$ cat config.mk
export PLATFORM = sky130hd
export DESIGN_NAME = regfile_write_arbiter_flat
export DESIGN_NICKNAME = d
export VERILOG_FILES = /design/src/rtl/regfile_write_arbiter_pkg.sv /design/src/rtl/regfile_write_arbiter_if.sv /design/src/rtl/regfile_write_arbiter_rr_arbiter2.sv /design/src/rtl/regfile_write_arbiter.sv /design/src/flat_wrapper.sv
export SDC_FILE = /design/constraint.sdc
export NUM_CORES = 1
export LEC_CHECK = 0
export ABC_AREA = 1
export BUFFER_PORTS_ARGS = -buffer_cell sky130_fd_sc_hd__buf_2
export CORE_MARGIN = 10
export CORE_UTILIZATION = 42
export CTS_BUF_LIST = sky130_fd_sc_hd__clkbuf_2
export DETAILED_ROUTE_END_ITERATION = 6
export PLACE_DENSITY = 0.78
export SYNTH_ARGS = -nofsm -noshare
export SYNTH_HDL_FRONTEND = slang
export SYNTH_HIERARCHICAL = 1
export SYNTH_SLANG_ARGS = --single-unit
$ cat constraint.sdc
create_clock -name clock -period 1.5 [get_ports clock]
set_input_delay 0.15 -clock clock [delete_from_list [all_inputs] [get_ports clock]]
set_output_delay 0.15 -clock clock [all_outputs]
set_load 0.05 [all_outputs]
$ cat src/rtl/regfile_write_arbiter_pkg.sv
// rtl/regfile_write_arbiter_pkg.sv - shared widths, FSM state and requester ids for the write arbiter
package regfile_pkg;

    localparam int REG_ADDR_W = 5;
    localparam int REG_DATA_W = 32;
    localparam int NUM_REGS   = 1 << REG_ADDR_W;

    typedef enum logic {
        ST_CLEAR = 1'b0,
        ST_RUN   = 1'b1
    } state_e;

    // Values match the bit positions in the arbiter req/gnt vectors
    typedef enum logic {
        REQ_ALU = 1'b0,
        REQ_MEM = 1'b1
    } req_id_e;

endpackage

$ cat src/rtl/regfile_write_arbiter_if.sv
// rtl/regfile_write_arbiter_if.sv - writeback requester and register file write port bundle
interface regfile_write_arbiter_if #(
    parameter int DATA_W = 32,
    parameter int ADDR_W = 5
);

    logic              alu_valid;
    logic [ADDR_W-1:0] alu_rd;
    logic [DATA_W-1:0] alu_data;
    logic              alu_ready;

    logic              mem_valid;
    logic [ADDR_W-1:0] mem_rd;
    logic [DATA_W-1:0] mem_data;
    logic              mem_ready;

    logic              rf_we;
    logic [ADDR_W-1:0] rf_rd;
    logic [DATA_W-1:0] rf_wdata;
    logic              init_done;

    modport master (
        output alu_valid, alu_rd, alu_data,
        input  alu_ready,
        output mem_valid, mem_rd, mem_data,
        input  mem_ready,
        input  rf_we, rf_rd, rf_wdata, init_done
    );

    modport slave (
        input  alu_valid, alu_rd, alu_data,
        output alu_ready,
        input  mem_valid, mem_rd, mem_data,
        output mem_ready,
        output rf_we, rf_rd, rf_wdata, init_done
    );

endinterface

$ cat src/rtl/regfile_write_arbiter_rr_arbiter2.sv
// rtl/regfile_write_arbiter_rr_arbiter2.sv - two-way round-robin arbiter, priority flips only on a handshake
module rr_arbiter2
    import regfile_pkg::*;
(
    input  logic       clock,
    input  logic       reset_n,
    input  logic [1:0] req,
    input  logic       fire,
    output logic [1:0] gnt
);

    req_id_e last_grant_q;
    req_id_e last_grant_d;

    always_comb begin
        gnt = 2'b00;
        case (req)
            2'b01:   gnt = 2'b01;
            2'b10:   gnt = 2'b10;
            2'b11:   gnt = (last_grant_q == REQ_ALU) ? 2'b10 : 2'b01;
            default: gnt = 2'b00;
        endcase
    end

    always_comb begin
        last_grant_d = last_grant_q;
        if (fire) begin
            last_grant_d = gnt[1] ? REQ_MEM : REQ_ALU;
        end
    end

    always_ff @(posedge clock) begin
        if (!reset_n) begin
            last_grant_q <= REQ_MEM;
        end else begin
            last_grant_q <= last_grant_d;
        end
    end

endmodule

$ cat src/rtl/regfile_write_arbiter.sv
// rtl/regfile_write_arbiter.sv - register file write port owner: post-reset clear pass, then ALU/MEM round-robin writeback
module regfile_write_arbiter
    import regfile_pkg::*;
#(
    parameter int DATA_W         = REG_DATA_W,
    parameter int ADDR_W         = REG_ADDR_W,
    parameter int CLEAR_ON_RESET = 1
) (
    input  logic                    clock,
    input  logic                    reset_n,
    regfile_write_arbiter_if.slave  bus
);

    state_e            state_q,     state_d;
    logic [ADDR_W-1:0] clr_cnt_q,   clr_cnt_d;
    logic              init_done_q, init_done_d;
    logic              rf_we_q,     rf_we_d;
    logic [ADDR_W-1:0] rf_rd_q,     rf_rd_d;
    logic [DATA_W-1:0] rf_wdata_q,  rf_wdata_d;

    logic [1:0] req;
    logic [1:0] gnt;
    logic       fire;

    // Requests are invisible to the arbiter until the clear pass has finished
    assign req  = {bus.mem_valid, bus.alu_valid} & {2{init_done_q}};
    assign fire = |gnt;

    rr_arbiter2 u_rr_arbiter2 (
        .clock   (clock),
        .reset_n (reset_n),
        .req     (req),
        .fire    (fire),
        .gnt     (gnt)
    );

    assign bus.alu_ready = gnt[0];
    assign bus.mem_ready = gnt[1];
    assign bus.rf_we     = rf_we_q;
    assign bus.rf_rd     = rf_rd_q;
    assign bus.rf_wdata  = rf_wdata_q;
    assign bus.init_done = init_done_q;

    always_comb begin
        state_d     = state_q;
        clr_cnt_d   = clr_cnt_q;
        init_done_d = init_done_q;
        rf_we_d     = 1'b0;
        rf_rd_d     = rf_rd_q;
        rf_wdata_d  = rf_wdata_q;
        case (state_q)
            ST_CLEAR: begin
                rf_we_d    = 1'b1;
                rf_rd_d    = clr_cnt_q;
                rf_wdata_d = '0;
                clr_cnt_d  = clr_cnt_q + 1'b1;
                if (clr_cnt_q == '1) begin
                    state_d     = ST_RUN;
                    init_done_d = 1'b1;
                end
            end
            default: begin
                // x0 is hardwired: the handshake completes but the write is suppressed
                if (gnt[0]) begin
                    rf_we_d    = (bus.alu_rd != '0);
                    rf_rd_d    = bus.alu_rd;
                    rf_wdata_d = bus.alu_data;
                end else if (gnt[1]) begin
                    rf_we_d    = (bus.mem_rd != '0);
                    rf_rd_d    = bus.mem_rd;
                    rf_wdata_d = bus.mem_data;
                end
            end
        endcase
    end

    always_ff @(posedge clock) begin
        if (!reset_n) begin
            state_q     <= (CLEAR_ON_RESET != 0) ? ST_CLEAR : ST_RUN;
            init_done_q <= (CLEAR_ON_RESET == 0);
            clr_cnt_q   <= ADDR_W'(1);
            rf_we_q     <= 1'b0;
            rf_rd_q     <= '0;
            rf_wdata_q  <= '0;
        end else begin
            state_q     <= state_d;
            init_done_q <= init_done_d;
            clr_cnt_q   <= clr_cnt_d;
            rf_we_q     <= rf_we_d;
            rf_rd_q     <= rf_rd_d;
            rf_wdata_q  <= rf_wdata_d;
        end
    end

endmodule

$ cat src/flat_wrapper.sv
// flat-port wrapper written by rule: the top's interface ports become plain ports
module regfile_write_arbiter_flat import regfile_pkg::*;
#(
    parameter int DATA_W         = REG_DATA_W,
    parameter int ADDR_W         = REG_ADDR_W,
    parameter int CLEAR_ON_RESET = 1
)
  (clock, reset_n, bus_alu_valid, bus_alu_rd, bus_alu_data, bus_alu_ready, bus_mem_valid, bus_mem_rd, bus_mem_data, bus_mem_ready, bus_rf_we, bus_rf_rd, bus_rf_wdata, bus_init_done);
  regfile_write_arbiter_if #(.DATA_W(DATA_W), .ADDR_W(ADDR_W)) bus_i ();
  input  logic clock;
  input  logic reset_n;
  input wire logic [$bits(bus_i.alu_valid)-1:0] bus_alu_valid;
  input wire logic [$bits(bus_i.alu_rd)-1:0] bus_alu_rd;
  input wire logic [$bits(bus_i.alu_data)-1:0] bus_alu_data;
  output wire logic [$bits(bus_i.alu_ready)-1:0] bus_alu_ready;
  input wire logic [$bits(bus_i.mem_valid)-1:0] bus_mem_valid;
  input wire logic [$bits(bus_i.mem_rd)-1:0] bus_mem_rd;
  input wire logic [$bits(bus_i.mem_data)-1:0] bus_mem_data;
  output wire logic [$bits(bus_i.mem_ready)-1:0] bus_mem_ready;
  output wire logic [$bits(bus_i.rf_we)-1:0] bus_rf_we;
  output wire logic [$bits(bus_i.rf_rd)-1:0] bus_rf_rd;
  output wire logic [$bits(bus_i.rf_wdata)-1:0] bus_rf_wdata;
  output wire logic [$bits(bus_i.init_done)-1:0] bus_init_done;
  assign bus_i.alu_valid = bus_alu_valid;
  assign bus_i.alu_rd = bus_alu_rd;
  assign bus_i.alu_data = bus_alu_data;
  assign bus_alu_ready = bus_i.alu_ready;
  assign bus_i.mem_valid = bus_mem_valid;
  assign bus_i.mem_rd = bus_mem_rd;
  assign bus_i.mem_data = bus_mem_data;
  assign bus_mem_ready = bus_i.mem_ready;
  assign bus_rf_we = bus_i.rf_we;
  assign bus_rf_rd = bus_i.rf_rd;
  assign bus_rf_wdata = bus_i.rf_wdata;
  assign bus_init_done = bus_i.init_done;
  regfile_write_arbiter #(.DATA_W(DATA_W), .ADDR_W(ADDR_W), .CLEAR_ON_RESET(CLEAR_ON_RESET)) u_core (.clock(clock), .reset_n(reset_n), .bus(bus_i));
endmodule
## After elaboration in Yosys (flattened, before gate mapping)

Cells that the tools add are included.
W data, S select, Z words.

- Equality and inequality tests: 5
- Reductions and logical operators: 6
- Bitwise operators: 2
- Mux-type cells: 13
- Add/subtract/negate cells: 1

Operators with widths:

| operator | count |
|---|---|
| $mux W32 | 2 |
| $mux W5 | 3 |
| $reduce_bool A5 Y1 | 2 |
| $mux W1 | 6 |
| $pmux W2 S3 | 1 |
| $add A5 B1 Y5 const B | 1 |
| $eq A5 B5 Y1 const B | 1 |
| $eq A2 B2 Y1 const B | 2 |
| $reduce_and A2 Y1 | 2 |
| $ne A3 B3 Y1 const B | 1 |
| $and A2 B2 Y2 | 1 |
| $eq A2 B1 Y1 const B | 1 |
| $mux W2 | 1 |
| $reduce_bool A2 Y1 | 1 |
| $reduce_or A2 Y1 | 1 |
| $not A1 Y1 | 1 |

- Bits of input ports: 78
- Output and inout bits: 41
- Register bits: 46

## Depth between registers and ports, before layout

Gate-level depths: netlist of the first run.

- Depth in word-level cells: 6
- Gate-level depth with buffers: 11
- Mapped depth without buffers: 10

## By module

The synthesis of the first run kept the hierarchy.

By module, submodules not included:

| module | area each (sq um) | sequential area each (sq um) | cells each | times used |
|---|---|---|---|---|
| regfile_write_arbiter | 2,204.6 | 900.9 | 340 | 1 |
| rr_arbiter2 | 62.6 | 20.0 | 10 | 1 |

## Least setup slack after synthesis of the first run

No wires, ideal clock.

- Path type: reg-to-reg
- Start: register u_core.init_done_q (netlist: u_core/bus.init_done)
- End: register u_core.u_rr_arbiter2.last_grant_q
- Data required time: 1,383 ps
- Path slack: -1,092 ps
- Period minus slack after synthesis: 2,592 ps
- Arrival time: 2,475 ps
- Library setup time: 117 ps
- Stages on the path, launching flop included: 12
- Buffers on the path: 3
- Path through: dfxtp_1 -> nand2_1 -> inv_1 -> a21boi_1 -> buf_6 -> nor2_8 -> buf_6 -> buf_6 -> inv_1 -> inv_1 -> a21oi_1 -> nand2_1

- Cells in the longest elaborated chain, start to end: 4
- Elaborated cells between the ends (all ways): 7
- Classes of those cells: 3 x eq/ne; 2 x mux; 1 x bitwise; 1 x reduce/logical

RTL lines:

| item | line | source |
|---|---|---|
| start, declared | regfile_write_arbiter.sv:16 | `logic init_done_q, init_done_d;` |
| start signal, assigned | regfile_write_arbiter.sv:80 | `init_done_q <= (CLEAR_ON_RESET == 0);` |
| start signal, assigned | regfile_write_arbiter.sv:87 | `init_done_q <= init_done_d;` |
| $and A2 B2 Y2 (*) | regfile_write_arbiter.sv:26 | `assign req = {bus.mem_valid, bus.alu_valid} & {2{init_done_q}};` |
| via u_core.req[0] | regfile_write_arbiter.sv:21 | `logic [1:0] req;` |
| $eq A2 B2 Y1 or $eq A2 B1 Y1 (tied branches) | regfile_write_arbiter_rr_arbiter2.sv:17 | `case (req)` |
| $pmux W2 S3 (*) | regfile_write_arbiter_rr_arbiter2.sv:17 |  |
| via bus_alu_ready | flat_wrapper.sv:15 | `output wire logic [$bits(bus_i.alu_ready)-1:0] bus_alu_ready;` |
| $reduce_or A2 Y1 (*) | regfile_write_arbiter.sv:27 | `assign fire = \|gnt;` |
| via u_core.fire | regfile_write_arbiter.sv:23 | `logic fire;` |
| end signal, assigned | regfile_write_arbiter_rr_arbiter2.sv:36 | `last_grant_q <= last_grant_d;` |
| end, declared | regfile_write_arbiter_rr_arbiter2.sv:12 | `req_id_e last_grant_q;` |

Mark *: on every way through the listed nets, which the timed path passes. The rest lies on a longest branch.
A chain may end at the register's enable or synchronous reset.

## Final worst setup path of the first run

- Start: register u_core.init_done_q (netlist: u_core/bus.init_done)
- End: output bus_alu_ready

- Cells in the longest elaborated chain, start to end: 3
- Elaborated cells between the ends (all ways): 5
- Classes of those cells: 3 x eq/ne; 1 x mux; 1 x bitwise

RTL lines:

| item | line |
|---|---|
| $and A2 B2 Y2 (*) | regfile_write_arbiter.sv:26 |
| via u_core.req[0] | regfile_write_arbiter.sv:21 |
| $eq A2 B2 Y1 or $eq A2 B1 Y1 (tied branches) | regfile_write_arbiter_rr_arbiter2.sv:17 |
| $pmux W2 S3 (*) | regfile_write_arbiter_rr_arbiter2.sv:17 |
| end, declared | flat_wrapper.sv:15 |

Marked as above.

==> results.yml, run 1 <==
sta:
  tns_ps: -1.50
  maxSlewHeadroom: 0.775
  slew_violations: 0
  tightest_slew_ps: 338
  fin_worst_hold_slack_ps: 26.6
  finalCritPeriodShare: 1.00
  fmax_ghz: 0.666
  setup_viol: 1
  fin_skew_ps: 12.4
  hold_viol: 0
  rsz0062_at_grt: "yes"
  fin_ws_ps: -1.50
  finalCriticalPeriod_ps: 1500
setup_path:
  critPathTopFamily: "flip-flops"
  slowest_delay_ps: 400
  crit_type: "reg2out"
  critPathArrivalTime_ps: 1350
  crit_slowest_cell: "dfxtp_4"
  crit_buf_inv: 2
  startpoint: "u_core/bus.init_done$_SDFFE_PN0P_"
  crit_chain: "nand2_2 > inv_2 > a21boi_4 > buf_8"
  r2r_start: "u_core/bus.init_done$_SDFFE_PN0P_"
  critPathMaxFanout: 4
  start_kind: "flop"
  crit_required_ps: 1350
  cp-end-kind: "primary output"
drt:
  drt-total-wl_um: 7880
  avgViaCountPerCell: 4.60
  wl_per_cell_um: 13.5
  vias: 2683
  first_pass_iters: 4
  detailedRoute.firstIterationViolations: 96
  drc: 0
  ant_nets: 0
power:
  intPower_uw: 1830
  pwr-share-comb: 0.108
  p_seq_frac: 0.537
  clkPwrFrac: 0.355
  vdd_drop_max_v: 0.000409
  powerDensity_nw_per_um2: 660
  p_sw_uw: 505
  p_leak_uw: 0.00203
  swShare: 0.216
layout:
  nets: 592
  area_growth_pct: 56.1
  antenna_cells: 0
  drive_above_1_share: 0.327
  layout_commonest_cell: "nand2_1"
  fin_area_sq_um: 3540
  most-common-layout-cells: "155 x nand2_1, 116 x buf_2, 44 x dfxtp_1"
  fillers: 424
worst_hold_path:
  holdCritPathClass: "in2reg"
  hold_start: "bus_alu_data[5]"
placement:
  placed_area_sq_um: 2910
  port_buffers: 118
  gp_routability_congestion: 0.814
  dp_slack_ps: -80.8
  dp_hpwl_um: 5080
yosys:
  synth_cell_types: 20
  yosys_warnings: 6
  syn_avg_cell_area_sq_um: 6.48
  syn_nets: 430
  netlist_instances: 350
  ys_seq_area_frac: 0.406
  synth_area_sq_um: 2270
  synth-seq-cells: 46
floorplan:
  chipWidth_um: 93.5
  start_util: 0.438
  die_area_sq_um: 8740
  core_area_sq_um: 5170
  io_pins: 119
  core.rowCount: 26
  dieHeight_um: 93.5
grt:
  grt_max_degree: 33
  grt_pass1_vias: 2654
  antenna_found_initial: 0
  overflow: 0
  grt_pass1_wl_um: 12500
  grtUsageTotal: 0.172
clocking:
  cts.path.max_buffers: 2
  cts_tree: "built"
  clk_pin_slew_ps: 220
  htreeDepth: 2
  cts_sinks: 46
  cts_buffers: 5
  clk_latency_ps: 410
  root_buffer: "clkbuf_2"
outcome:
  status: "finished, violations left"
  violations: "negative setup slack"
run:
  maxCapViolations: 0
-- kinds of logic after synthesis --
family	count (synthesis)	synth area share
AOI/OAI and AO/OA	18	0.0425
and+or+nand+nor	221	0.405
buffers and inverters	63	0.135
adders and majority gates	2	0.0110
DFF	46	0.406
-- metal layers --
| metal | wire length [um] | vias to the layer above | GRT usage | share of wire |
|---|---|---|---|---|
| li1 | - | 1381 | - | - |
| met1 | 3130 | 1159 | 0.196 | 0.40 |
| met4 | 138 | 0 | 0.0527 | 0.018 |
| met3 | 923 | 15 | 0.0624 | 0.12 |
| met2 | 3690 | 128 | 0.292 | 0.47 |
| met5 | 0 | - | 0 | 0 |
-- worst register-to-register path, stage by stage, from the launching register on --
cell and delay [ps]:
dfxtp_4 400, nand2_2 60, inv_2 40, nand2_1 70, and2_4 190, inv_2 50, nor2_4 160, buf_12 180
nand2_1 70, nand3_1 90, nand2_1 70, inv_1 60
-- path summary, 6_finish.rpt --
kind,slack (ps),end,depth (start not counted)
min reg2reg,490,u_core/u_rr_arbiter2/last_grant_q$_SDFFE_PN1P_,2
min,30,u_core/bus.rf_wdata[5]$_SDFFE_PN0P_,5
max,-2,bus_alu_ready,4
max reg2reg,40,u_core/bus.rf_wdata[24]$_SDFFE_PN0P_,11
-- synthesized netlist by cell type --
| master | count | area [sq um] |
|---|---|---|
| a21boi_1 | 1 | 7.51 |
| a21oi_1 | 6 | 30.0 |
| a31oi_1 | 3 | 18.8 |
| and2_1 | 1 | 6.26 |
| buf_2 | 5 | 25.0 |
| buf_4 | 1 | 7.51 |
| buf_6 | 8 | 90.1 |
| clkbuf_1 | 2 | 7.51 |
| dfxtp_1 | 46 | 921 |
| ha_1 | 2 | 25.0 |
| inv_1 | 46 | 173 |
| inv_2 | 1 | 3.75 |
| nand2_1 | 159 | 597 |
| nand2_2 | 5 | 31.3 |
| nand3_1 | 38 | 190 |
| nor2_1 | 15 | 56.3 |
| nor2_2 | 1 | 6.26 |
| nor2_4 | 1 | 11.3 |
| nor2_8 | 1 | 20.0 |
| o21ai_0 | 8 | 40.0 |
-- registers in the layout, summed over array words and instances, names as in the netlist --
register	flops
u_core/bus.rf_rd	5
u_core/bus.rf_wdata	32
u_core/state_q	1
u_core/u_rr_arbiter2/last_grant_q	1
u_core/clr_cnt_q	5
u_core/bus.rf_we	1
u_core/bus.init_done	1
-- power by group through the flow --
stage	logic, uW	clock network, uW	registers [uW]
5_1_grt	277	917	1260
6_report	252	830	1250
3_3_place_gp	177	0	1280
3_5_place_dp	180	0	1280
4_1_cts	239	858	1250
2_1_floorplan	34.0	0	1300
-- layout make-up --
class	count	area (sq um)	share of cell area
inverters	47	176	0.0499
repair buffers	168	1150	0.325
well taps	70	87.6	0.0248
clock buffers	5	25.0	0.00707
flip-flops and latches	46	926	0.262
multi-input cells	244	1110	0.314
clock inverters	3	63.8	0.0180
-- through the flow --
stage	total power [uW]	util	cells
2_1_floorplan	1330	-	350
3_3_place_gp	1450	0.563	529
3_5_place_dp	1460	0.563	529
4_1_cts	2350	0.658	575
5_1_grt	2450	0.684	583
6_report	2340	0.684	583
-- timing repair --
item	in CTS	in global routing
hold buffers	29	3
pin swaps	3	4
endpoints found under the hold margin	21	2
resized for setup	9	18
buffers inserted	7	4
cloned	2	1
setup endpoints to repair	34	41
(Power assumes the default switching activity.)
==> run 2: changes to the inputs <==
--- a/config.mk
+++ b/config.mk
@@ -7,11 +7,14 @@
 export LEC_CHECK = 0
 export ABC_AREA = 1
 export BUFFER_PORTS_ARGS = -buffer_cell sky130_fd_sc_hd__buf_2
+export CELL_PAD_IN_SITES_DETAIL_PLACEMENT = 0
+export CELL_PAD_IN_SITES_GLOBAL_PLACEMENT = 1
 export CORE_MARGIN = 10
-export CORE_UTILIZATION = 42
+export CORE_UTILIZATION = 28
 export CTS_BUF_LIST = sky130_fd_sc_hd__clkbuf_2
 export DETAILED_ROUTE_END_ITERATION = 6
-export PLACE_DENSITY = 0.78
+export PLACE_DENSITY_LB_ADDON = 0.1
+export SETUP_SLACK_MARGIN = 0.05
 export SYNTH_ARGS = -nofsm -noshare
 export SYNTH_HDL_FRONTEND = slang
 export SYNTH_HIERARCHICAL = 1
==> results.yml, run 2 (synthesis gave the netlist of run 1 again) <==
outcome:
  status: "finished, violations left"
  violations: "negative setup slack"
run:
  maxCapViolations: 0
floorplan:
  core.rowCount: 32
  io_pins: 119
  core_area_sq_um: 7810
  chipWidth_um: 110
  die_area_sq_um: 12100
  start_util: 0.290
  dieHeight_um: 110
drt:
  vias: 2715
  wl_per_cell_um: 13.5
  drc: 0
  detailedRoute.firstIterationViolations: 85
  drt-total-wl_um: 8680
  ant_nets: 0
  avgViaCountPerCell: 4.22
  first_pass_iters: 4
layout:
  multi_input_area_sq_um: 1420
  area_growth_pct: 87.0
  largest_reg_flops: 32
  nets: 621
  fillers: 774
  layout_commonest_cell: "nand2_1"
  drive_above_1_share: 0.445
  antenna_cells: 0
  seqCellArea_sq_um: 926
  most-common-layout-cells: "124 x nand2_1, 116 x buf_2, 56 x dlygate4sd3_1"
  fin_area_sq_um: 4240
sta:
  fin_worst_hold_slack_ps: 16.7
  fmax_ghz: 0.642
  rsz0062_at_grt: "yes"
  fin_ws_ps: -58.0
  tns_ps: -739
  setup_viol: 27
  maxSlewHeadroom: 0.812
  finalCriticalPeriod_ps: 1560
  fin_skew_ps: 16.5
  hold_viol: 0
  finalCritPeriodShare: 1.04
  slew_violations: 0
  tightest_slew_ps: 284
setup_path:
  crit_required_ps: 1350
  critPathMaxFanout: 3
  start_kind: "flop"
  critPathArrivalTime_ps: 1410
  crit_type: "reg2out"
  cp-end-kind: "primary output"
power:
  pwr-share-comb: 0.143
  clkPwrFrac: 0.257
  swShare: 0.261
  intPower_uw: 1550
  p_seq_frac: 0.600
  p_leak_uw: 0.00242
  powerDensity_nw_per_um2: 493
  vdd_drop_max_v: 0.000375
  p_sw_uw: 545
worst_hold_path:
  holdCritPathClass: "in2reg"
placement:
  dp_hpwl_um: 5820
  port_buffers: 118
  gp_routability_congestion: 0.780
  placed_area_sq_um: 3010
grt:
  grtUsageTotal: 0.134
  grt_max_degree: 22
  grt_pass1_vias: 2627
  antenna_found_initial: 0
  grt_pass1_wl_um: 13100
  overflow: 0
clocking:
  cts_sinks: 46
  clk_latency_ps: 410
  clk_pin_slew_ps: 250
  cts_buffers: 5
  htreeDepth: 2
  cts_tree: "built"
  cts.path.max_buffers: 2
  root_buffer: "clkbuf_2"
run 2: changes by cell type in the layout (fill, tap and decap cells not counted), sizes merged:
cell / previous run / this run
buf: 136 / 141
clkinv: 1 / 2
clkbuf: 5 / 7
bufinv: 2 / 0
dlygate4sd3: 32 / 56
nor2: 21 / 19
bufbuf: 0 / 1
run 2: power groups by stage:
stage	logic, uW	clock network (uW)	registers (uW)
floorplan	34.0	0	1300
global placement	184	0	1280
detailed placement	183	0	1280
CTS	292	561	1250
global route	330	609	1260
finish	300	537	1250
run 2: timing repair:
| action | CTS | global route |
|---|---|---|
| setup buffers | 10 | 2 |
| pin swaps | 7 | 15 |
| setup endpoints to repair | 39 | 42 |
| gates resized for setup | 11 | 103 |
| endpoints found under the hold margin | 29 | 2 |
| cloned | 3 | 1 |
| hold buffers | 53 | 3 |
run 2: stage by stage:
| step | setup WS [ps] | instances | utilization | total power (uW) |
|---|---|---|---|---|
| 3_3_place_gp | 72.1 | 564 | 0.386 | 1460 |
| 5_1_grt | -160 | 644 | 0.543 | 2200 |
| 6_report | -58.0 | 644 | 0.543 | 2090 |
| 4_1_cts | -96.7 | 638 | 0.486 | 2110 |
| 2_1_floorplan | -293 | 350 | - | 1330 |
| 3_5_place_dp | 29.2 | 564 | 0.386 | 1460 |
run 2: cell type report:
cell class              count  share of cell area
inverters                  47              0.0422
multi-input cells         242               0.336
clock inverters             2             0.00236
well taps                 102              0.0301
flip-flops and latches     46               0.218
clock buffers               6             0.00708
repair buffers            199               0.364
run 2: worst paths after layout:
| path | depth (start not counted) | slack [ps] | start | endpoint |
|---|---|---|---|---|
| max | 5 | -60 | u_core/bus.init_done$_SDFFE_PN0P_ | bus_alu_ready |
| min | 5 | 20 | bus_alu_data[13] | u_core/bus.rf_wdata[13]$_SDFFE_PN0P_ |
| max reg2reg | 11 | -50 | u_core/bus.init_done$_SDFFE_PN0P_ | u_core/bus.rf_wdata[17]$_SDFFE_PN0P_ |
| min reg2reg | 2 | 490 | u_core/clr_cnt_q[0]$_SDFFE_PN1N_ | u_core/clr_cnt_q[0]$_SDFFE_PN1N_ |
run 2: routing by layer:
| layer | GRT usage | share of wire | routed length (um) | vias up |
|---|---|---|---|---|
| li1 | - | - | - | 1440 |
| met1 | 0.159 | 0.43 | 3700 | 1199 |
| met2 | 0.232 | 0.48 | 4170 | 71 |
| met3 | 0.0441 | 0.086 | 743 | 5 |
| met4 | 0.0279 | 0.0070 | 61 | 0 |
| met5 | 0 | 0 | 0 | - |
run 2: worst max-delay path: stages, from the launching register on:
cell and delay [ps]:
dfxtp_4 410, nand2_2 50, inv_2 50, a21boi_4 230, buf_12 130, buf_12 120
